[src/rtl/audio_addr_pkg.sv]
// Shared types and reset defaults for the audio sample address sequencer.
package audio_addr_pkg;

    typedef enum logic [1:0] {
        IDLE   = 2'd0,
        RUN    = 2'd1,
        PAUSED = 2'd2,
        DONE   = 2'd3
    } state_e;

    localparam logic [31:0] DEF_FIRST_ADDR = 32'h0000_0000;
    localparam logic [31:0] DEF_LAST_ADDR  = 32'h0007_FFFF;

endpackage

[src/rtl/audio_addr_next.sv]
// Combinational next-address and window-end detection for one playback step.
module audio_addr_next #(
    parameter int ADDR_W = 32,
    parameter int STEP_W = 4
) (
    input  logic [ADDR_W-1:0] curr_i,
    input  logic [ADDR_W-1:0] lo_i,
    input  logic [ADDR_W-1:0] hi_i,
    input  logic [STEP_W-1:0] step_i,
    input  logic              dir_i,
    input  logic              loop_en_i,
    output logic [ADDR_W-1:0] next_o,
    output logic              at_end_o
);
    localparam int AW1 = ADDR_W + 1;

    logic [AW1-1:0] s;
    logic [AW1-1:0] span;
    logic [AW1-1:0] moved;

    // One extra bit keeps the remaining-distance compare free of wraparound.
    always_comb begin
        s = (step_i == '0) ? AW1'(1) : AW1'(step_i);
        if (dir_i) begin
            span  = {1'b0, hi_i} - {1'b0, curr_i};
            moved = {1'b0, curr_i} + s;
        end else begin
            span  = {1'b0, curr_i} - {1'b0, lo_i};
            moved = {1'b0, curr_i} - s;
        end
        at_end_o = (span < s);
        if (!at_end_o)
            next_o = moved[ADDR_W-1:0];
        else if (loop_en_i)
            next_o = dir_i ? lo_i : hi_i;
        else
            next_o = curr_i;
    end

endmodule

[src/rtl/audio_addr_sequencer.sv]
// Flash read-address generator for audio playback: FSM, window latch and handshake.
// Optional AUDIO_ADDR_MARKER_EN adds marker_addr/marker_hit compare on each issued address.
module audio_addr_sequencer
    import audio_addr_pkg::*;
#(
    parameter int                ADDR_W     = 32,
    parameter int                STEP_W     = 4,
    parameter logic [ADDR_W-1:0] FIRST_ADDR = ADDR_W'(DEF_FIRST_ADDR),
    parameter logic [ADDR_W-1:0] LAST_ADDR  = ADDR_W'(DEF_LAST_ADDR)
) (
    input  logic              clk,
    input  logic              reset_n,
    input  logic              sample_tick,
    input  logic              increment,
    input  logic              pause,
    input  logic              restart,
    input  logic              loop_en,
    input  logic [STEP_W-1:0] step,
    input  logic [ADDR_W-1:0] range_lo,
    input  logic [ADDR_W-1:0] range_hi,
    input  logic              addr_ready,
    output logic [ADDR_W-1:0] curr_addr,
    output logic              addr_valid,
    output logic              done,
    output logic              overrun,
    output logic              range_err
`ifdef AUDIO_ADDR_MARKER_EN
    ,
    input  logic [ADDR_W-1:0] marker_addr,
    output logic              marker_hit
`endif
);
    state_e            state_q, state_d;
    logic [ADDR_W-1:0] curr_q, curr_d, lo_q, lo_d, hi_q, hi_d;
    logic              valid_q, valid_d, done_q, done_d;
    logic              ovr_q, ovr_d, rerr_q, rerr_d;
    logic              issue;
    logic [ADDR_W-1:0] nxt;
    logic              at_end;

    audio_addr_next #(.ADDR_W(ADDR_W), .STEP_W(STEP_W)) u_next (
        .curr_i    (curr_q),
        .lo_i      (lo_q),
        .hi_i      (hi_q),
        .step_i    (step),
        .dir_i     (increment),
        .loop_en_i (loop_en),
        .next_o    (nxt),
        .at_end_o  (at_end)
    );

    always_comb begin
        state_d = state_q;
        curr_d  = curr_q;
        lo_d    = lo_q;
        hi_d    = hi_q;
        done_d  = done_q;
        ovr_d   = ovr_q;
        rerr_d  = rerr_q;
        issue   = 1'b0;
        if (restart) begin
            if (range_lo > range_hi) begin
                rerr_d = 1'b1;
            end else begin
                lo_d    = range_lo;
                hi_d    = range_hi;
                curr_d  = increment ? range_lo : range_hi;
                done_d  = 1'b0;
                state_d = RUN;
                issue   = 1'b1;
            end
        end else begin
            case (state_q)
                RUN: begin
                    if (pause) begin
                        state_d = PAUSED;
                    end else if (sample_tick) begin
                        // A tick is dropped rather than overwriting an unaccepted address.
                        if (valid_q && !addr_ready) begin
                            ovr_d = 1'b1;
                        end else if (at_end && !loop_en) begin
                            state_d = DONE;
                            done_d  = 1'b1;
                        end else begin
                            curr_d = nxt;
                            issue  = 1'b1;
                        end
                    end
                end
                PAUSED:  if (!pause) state_d = RUN;
                default: ;
            endcase
        end
        valid_d = issue | (valid_q & ~addr_ready);
    end

    always_ff @(posedge clk) begin
        if (!reset_n) begin
            state_q <= IDLE;
            curr_q  <= FIRST_ADDR;
            lo_q    <= FIRST_ADDR;
            hi_q    <= LAST_ADDR;
            valid_q <= 1'b0;
            done_q  <= 1'b0;
            ovr_q   <= 1'b0;
            rerr_q  <= 1'b0;
        end else begin
            state_q <= state_d;
            curr_q  <= curr_d;
            lo_q    <= lo_d;
            hi_q    <= hi_d;
            valid_q <= valid_d;
            done_q  <= done_d;
            ovr_q   <= ovr_d;
            rerr_q  <= rerr_d;
        end
    end

    assign curr_addr  = curr_q;
    assign addr_valid = valid_q;
    assign done       = done_q;
    assign overrun    = ovr_q;
    assign range_err  = rerr_q;

`ifdef AUDIO_ADDR_MARKER_EN
    logic hit_q;

    // Registered with curr_q so the pulse lines up with the address it flags.
    always_ff @(posedge clk) begin
        if (!reset_n) hit_q <= 1'b0;
        else          hit_q <= issue && (curr_d == marker_addr);
    end

    assign marker_hit = hit_q;
`endif

endmodule
[config.mk]
export PLATFORM = sky130hd
export DESIGN_NAME = audio_addr_sequencer
export DESIGN_NICKNAME = d
export VERILOG_FILES = /design/src/rtl/audio_addr_pkg.sv /design/src/rtl/audio_addr_next.sv /design/src/rtl/audio_addr_sequencer.sv
export SDC_FILE = /design/constraint.sdc
export NUM_CORES = 1
export LEC_CHECK = 0
export BUFFER_PORTS_ARGS = -buffer_cell sky130_fd_sc_hd__buf_2
export CAP_MARGIN = 20
export CELL_PAD_IN_SITES_DETAIL_PLACEMENT = 0
export CELL_PAD_IN_SITES_GLOBAL_PLACEMENT = 1
export CORE_AREA = 4 4 225 227
export DETAILED_ROUTE_END_ITERATION = 7
export DIE_AREA = 0 0 229 231
export GPL_ROUTABILITY_DRIVEN = 0
export PLACE_DENSITY = 0.5
export RECOVER_POWER = 25
export SYNTH_ARGS = -nofsm -noshare
export SYNTH_HDL_FRONTEND = slang
export SYNTH_SLANG_ARGS = --single-unit
[constraint.sdc]
create_clock -name clk -period 13.8 [get_ports clk]
set_input_delay 0 -clock clk [delete_from_list [all_inputs] [get_ports clk]]
set_output_delay 0 -clock clk [all_outputs]
set_load 0.01 [all_outputs]
# ---- Word level (Yosys, flattened, before mapping)
# Index checks and enable logic that the tools add are counted.
dict set report word_totals {
  word_cells 82
  output_inout_bits 36
  regBits 102
}
dict set report op_classes {
  n_lt_le_gt_ge 2
  mux 36
  eq_ne 11
  addsub 4
  n_bitwise 6
  reduce_logical 15
}
# operator n
set ops {}
lappend ops {{$mux 32} 12}
lappend ops {{$sub 32x32->33} 2}
lappend ops {{$lt 33x33->1} 1}
lappend ops {{$mux 33} 1}
lappend ops {{$add 32x32->32} 1}
lappend ops {{$gt 32x32->1} 1}
lappend ops {{$sub 32x32->32} 1}
lappend ops {{$mux 1} 14}
lappend ops {{$mux 2} 7}
lappend ops {{$ne 4x4->1 const B} 3}
lappend ops {{$reduce_and 6->1} 2}
lappend ops {{$reduce_and 7->1} 1}
lappend ops {{$ne 2x2->1 const B} 3}
lappend ops {{$ne 3x3->1 const B} 2}
lappend ops {{$reduce_bool 2->1} 3}
lappend ops {{$reduce_and 5->1} 1}
lappend ops {{$logic_not 4->1} 1}
lappend ops {{$mux 4} 1}
lappend ops {{$not 1->1} 4}
lappend ops {{$pmux 2 s2} 1}
lappend ops {{$reduce_and 2->1} 2}
lappend ops {{$reduce_bool 3->1} 1}
lappend ops {{$eq 2x1->1 const B} 1}
lappend ops {{$eq 2x2->1 const B} 1}
lappend ops {{5 further kinds} 7}

# ---- Depth between registers and ports, before layout
dict set report logic_depth {
  ltp_word 11
  ltp_mapped 19
  mapped_depth_nobuf 18
}

# ---- By module
# A second synthesis with hierarchy kept.
dict set report hier_totals {
  hier_cells 1628
  hier_area_um2 12149.2
}
# module area_per_inst_um2 instances cells_each
set by_module_without_submodules {}
lappend by_module_without_submodules {audio_addr_next 6635.1 1 982}
lappend by_module_without_submodules {audio_addr_sequencer 5514.0 1 646}

# ---- Worst setup path after synthesis
# OpenSTA, ideal clock, no wires.
dict set report synth_path {
  path_kind {input to register}
  from {in increment}
  to {reg curr_q[30], in the netlist curr_addr[30]}
  arrival_ps 4447
  slack_ps 9252
  path_stages 18
  setup_ps 101
  path_cell_list {clkbuf_1 > clkbuf_1 > buf_1 > buf_1 > clkbuf_1 > mux2_2 > fa_1 > a21oi_1 > o22ai_1 > o211ai_1 > o31ai_1 > a41o_1 > a2111oi_0 > o21bai_1 > a21oi_1 > xnor2_1 > a21oi_1 > o41ai_1}
}
dict set report synth_via {
  elab_chain_cells 9
  word_cells_on_any_way 18
  classes_between {1 x order compare; 2 x eq/ne; 13 x mux; 2 x reduce/logical}
}
# item line_no
set synth_rtl {}
lappend synth_rtl {{start: declaration} audio_addr_sequencer.sv:14} ;# input logic increment,
lappend synth_rtl {{$mux 33 / $mux 32 (equally long branches)} {audio_addr_next.sv:24, audio_addr_next.sv:35}}
lappend synth_rtl {{$lt 33x33->1 / $mux 32 (equally long branches)} {audio_addr_next.sv:31, audio_addr_next.sv:34}}
lappend synth_rtl {{$mux 32} audio_addr_next.sv:32} ;# if (!at_end_o)
lappend synth_rtl {{$mux 32} audio_addr_sequencer.sv:81} ;# end else if (at_end && !loop_en) begin
lappend synth_rtl {{$mux 32} audio_addr_sequencer.sv:79} ;# if (valid_q && !addr_ready) begin
lappend synth_rtl {{$mux 32} audio_addr_sequencer.sv:77} ;# end else if (sample_tick) begin
lappend synth_rtl {{$mux 32} audio_addr_sequencer.sv:75} ;# if (pause) begin
lappend synth_rtl {{$mux 32} audio_addr_sequencer.sv:73} ;# case (state_q)
lappend synth_rtl {{$mux 32} audio_addr_sequencer.sv:61} ;# if (restart) begin
lappend synth_rtl {{end signal: assignment} audio_addr_sequencer.sv:109} ;# curr_q <= curr_d;
lappend synth_rtl {{end: declaration} audio_addr_sequencer.sv:34} ;# logic [ADDR_W-1:0] curr_q, curr_d, lo_q, lo_d, hi_q, hi_d;
# Several ways; a longest one is shown, not always the timed one. The select of a mux whose other input is x is not followed.
# A chain may end at the register's enable or synchronous reset.

# ---- Final worst setup path
dict set report layout_path {
  from {reg curr_q[1], in the netlist curr_addr[1]}
  to {reg curr_q[4], in the netlist curr_addr[4]}
}
dict set report layout_via {
  elab_chain_cells 10
  word_cells_on_any_way 18
  classes_between {4 x add/sub; 1 x order compare; 2 x eq/ne; 9 x mux; 2 x reduce/logical}
}
# item line_no
set layout_rtl {}
lappend layout_rtl {{$sub 32x32->33, on equally long branches} {audio_addr_next.sv:28, audio_addr_next.sv:25}}
lappend layout_rtl {{$mux 33} audio_addr_next.sv:24} ;# if (dir_i) begin
lappend layout_rtl {{$lt 33x33->1} audio_addr_next.sv:31} ;# at_end_o = (span < s);
lappend layout_rtl {{$mux 32} audio_addr_next.sv:32}
lappend layout_rtl {{$mux 32} audio_addr_sequencer.sv:81}
lappend layout_rtl {{$mux 32} audio_addr_sequencer.sv:79}
lappend layout_rtl {{$mux 32} audio_addr_sequencer.sv:77}
lappend layout_rtl {{$mux 32} audio_addr_sequencer.sv:75}
lappend layout_rtl {{$mux 32} audio_addr_sequencer.sv:73}
lappend layout_rtl {{$mux 32} audio_addr_sequencer.sv:61}
# Several ways; a longest one is shown, not always the timed one. The select of a mux whose other input is x is not followed.

==> flow_summary_export.csv <==
group,metric,value,unit
status,status,"complete, no violations",
synthesis,async_flop_share,0,%
cts,postCtsSetupBuffers,0,
sta,holdWs,200,ps
placement,place_hpwl,40.0,mm
setup_path,critPathMaxStageDelay,540,ps
sta,clock_skew,11.0,ps
setup_path,crit_path_max_fanout,29,
cts,cts_root_buf,"clkbuf_16",
route,viasPerCell,5.46,
setup_path,path_class,"reg -> reg",
floorplan,ioPinCount,112,
sta,fmax,0.185,GHz
setup_path,cp.required,14020,ps
route,drtIter0Drc,1020,
route,ant_nets,0,
route,wl_per_cell,22.0,um
floorplan,die_x,229,um
cts,ctsResizeCount,0,
synthesis,synth_enable_flop_cells,0,
cts,cts_buffers,9,
power_and_ir_drop,powerDensity,103,nW/um2
cts,cts_tree,"built",
setup_path,worst-path-buf-inv,4,
setup_path,critPathSlowestCell,"dfxtp_1",
finish,num-fill-cells,5293,
floorplan,row_count,81,
sta,rsz0062_at_grt,"no",
synthesis,synth_area_leaders,"dfxtp_1, ha_1, mux2i_1, a21oi_1, inv_1",
sta,period_needed,5420,ps
sta,worst_pin_slew,970,ps
synthesis,syn_area_per_cell,7.51,um2
global_routing,grt_pass1_vias,12500,
sta,final_hold_viol_count,0,
synthesis,netlist_area,12000,um2
synthesis,synth_top_cell_area_share,17.0,%
power_and_ir_drop,p_switching,673,uW
setup_path,crit_path_end_kind,"flip-flop",
power_and_ir_drop,leakage,0.00618,uW
synthesis,yosysSeqAreaShare,17.0,%
synthesis,synth_area_leader_cell,"dfxtp_1",
cts,cts.sinks,102,
sta,max_slew_margin,35.1,%
synthesis,ys_ff_latch,102,
synthesis,netlist_instances,1602,
finish,final_nets,1928,
floorplan,die_h,231,um
power_and_ir_drop,switching_share,46.3,%
setup_path,cp-start-kind,"flip-flop",
setup_path,cpMostUsedCell,"buf_4",
placement,port_buffers,111,
cts,clk_pin_slew_worst_paths,80,ps
synthesis,syn_nets,1813,
synthesis,synth_warnings,0,
cts,clk_latency,370,ps
cts,cts_buffer_depth,2,
global_routing,track_usage,19.0,%
job,maxCapViolations,0,
route,first_pass_iters,7,
global_routing,grt_pass1_wl,78.0,mm
power_and_ir_drop,worst_ir_drop_vdd,62.1,uV
power_and_ir_drop,clockPowerShare,18.4,%
setup_path,critPathTopFamily,"compound AO/OA/AOI/OAI gates",
route,route.detailed.drc,0,
synthesis,synth_flop_cell,"dfxtp_1",
global_routing,antenna_found_initial,1,
min_path,hold_path.class,"in -> reg",
sta,final-setup-viol-count,0,
finish,drive_above_1_share,8.55,%
route,detail_route.wirelength,51.5,mm
setup_path,worstPathArrival,5640,ps
power_and_ir_drop,comb_power_share,56.6,%
finish,area_growth,16.9,%
power_and_ir_drop,p_int,781,uW
route,vias,12800,
sta,slew_viol_final,0,
synthesis,synthDistinctLibCells,84,
floorplan,initial_core_util,24.7,%
floorplan,coreArea,48600,um2
setup_path,cp_cell_sequence,"inv_1, fa_1, nand2b_1, a21oi_1, o211ai_1, o21ai_2, a21oi_1, mux2_2, a2111o_1, a2111o_1, buf_4, nor4_4, buf_4, o21a_1, buf_4, o32ai_1",
global_routing,grt_max_degree,70,
power_and_ir_drop,power_frac_seq,25.0,%
cts,htree_num_levels,3,
sta,final.setup.tns,0,ps
sta,min_period_over_period,39.2,%
floorplan,die-area,52900,um2
global_routing,grt_overflow,0,
## worst min-delay path, delay by kind of cell
kind / cells / cell delay (ps)
buffers and inverters: 2 / 400
and+or+nand+nor: 1 / 130
## per-stage QoR
step / cells / area (um2) / setup WS, ps / total power (uW) / utilization, %
floorplan: 1602 / 12000 / 9250 / 927 / -
global placement: 2259 / 13100 / 8560 / 1180 / 27.0
detailed placement: 2260 / 13100 / 8420 / 1170 / 27.0
CTS: 2342 / 14100 / 8390 / 1460 / 29.0
global route: 2342 / 14100 / 8040 / 1560 / 28.9
finish: 2343 / 14100 / 8380 / 1450 / 28.9
## repair_timing
action,4_1_cts,5_1_grt
hold buffers,68,0
setup endpoints to repair,0,0
hold endpoints to repair,67,0
## layer usage
metal / vias up / part of all wire, % / track usage [%]
met4: 0 / 1.4 / 4.20
li1: 6240 / - / -
met1: 6090 / 49 / 28.1
met3: 45 / 6.9 / 3.20
met2: 412 / 42 / 28.7
met5: - / 0 / 0
## power groups by stage
stage	combinational (uW)	sequential [uW]	clock [uW]
2_1_floorplan	577	351	0
3_3_place_gp	807	369	0
3_5_place_dp	801	369	0
4_1_cts	820	362	276
5_1_grt	910	367	284
6_report	823	363	267
## state kept, by name, indices dropped and copies added, names as in the netlist
register,flops
curr_addr,32
hi_q,32
addr_valid,1
lo_q,32
done,1
range_err,1
overrun,1
state_q,2
## cell type report
type / instances / area [um2] / share of cell area [%]
Inverter: 134 / 503 / 3.58
Multi-Input combinational cell: 1274 / 9130 / 64.9
Clock inverter: 4 / 50.0 / 0.356
Tap cell: 622 / 778 / 5.53
Antenna cell: 1 / 2.50 / 0.0178
Timing Repair Buffer: 196 / 1330 / 9.46
Sequential cell: 102 / 2040 / 14.5
Clock buffer: 10 / 229 / 1.63
## placed cells by master (no fill, tap or decap), types with 32 or more instances in the layout
cell,netlist,routed
inv_1,133,133
ha_1,132,132
nor2_1,126,126
nand2_1,119,119
a21oi_1,112,112
dfxtp_1,102,102
o21ai_0,92,92
mux2i_1,80,80
buf_2,19,76
dlygate4sd3_1,0,68
a21o_1,54,54
a211oi_1,44,44
o211ai_1,44,44
clkbuf_1,66,35
nor4_1,32,32
## synthesized netlist by cell type (all sizes together), types with 28 or more instances
| library cell | number |
|---|---|
| a211oi | 45 |
| a21o | 54 |
| a21oi | 113 |
| clkbuf | 66 |
| dfxtp | 102 |
| ha | 132 |
| inv | 134 |
| mux2i | 80 |
| nand2 | 119 |
| nand3 | 31 |
| nor2 | 126 |
| nor4 | 34 |
| o211ai | 45 |
| o21ai | 98 |
| xnor2 | 28 |
## path summary, 6_finish.rpt
check	from	endpoint	slack (ps)	depth (start not counted)
worst max register to register	curr_addr[1]	curr_addr[4]	8380	16
worst min register to register	done	done	480	2
worst max-delay path	curr_addr[1]	curr_addr[4]	8380	16
worst min-delay path	reset_n	hi_q[0]	200	3
## kinds of logic (layout without fill, tap and decap cells)
kind of cell	count (synthesis)	after routing	share of synthesized area, %
AOI/OAI and AO/OA	553	553	32.2
xor gates and xnor gates	51	51	3.71
adders and majority gates	135	135	14.2
buffers and inverters	226	344	7.28
DFF	102	102	17.0
muxes	88	88	7.41
other	0	1	0
and+or+nand+nor	447	447	18.2
No activity file was read; power rests on OpenSTA's default activity.
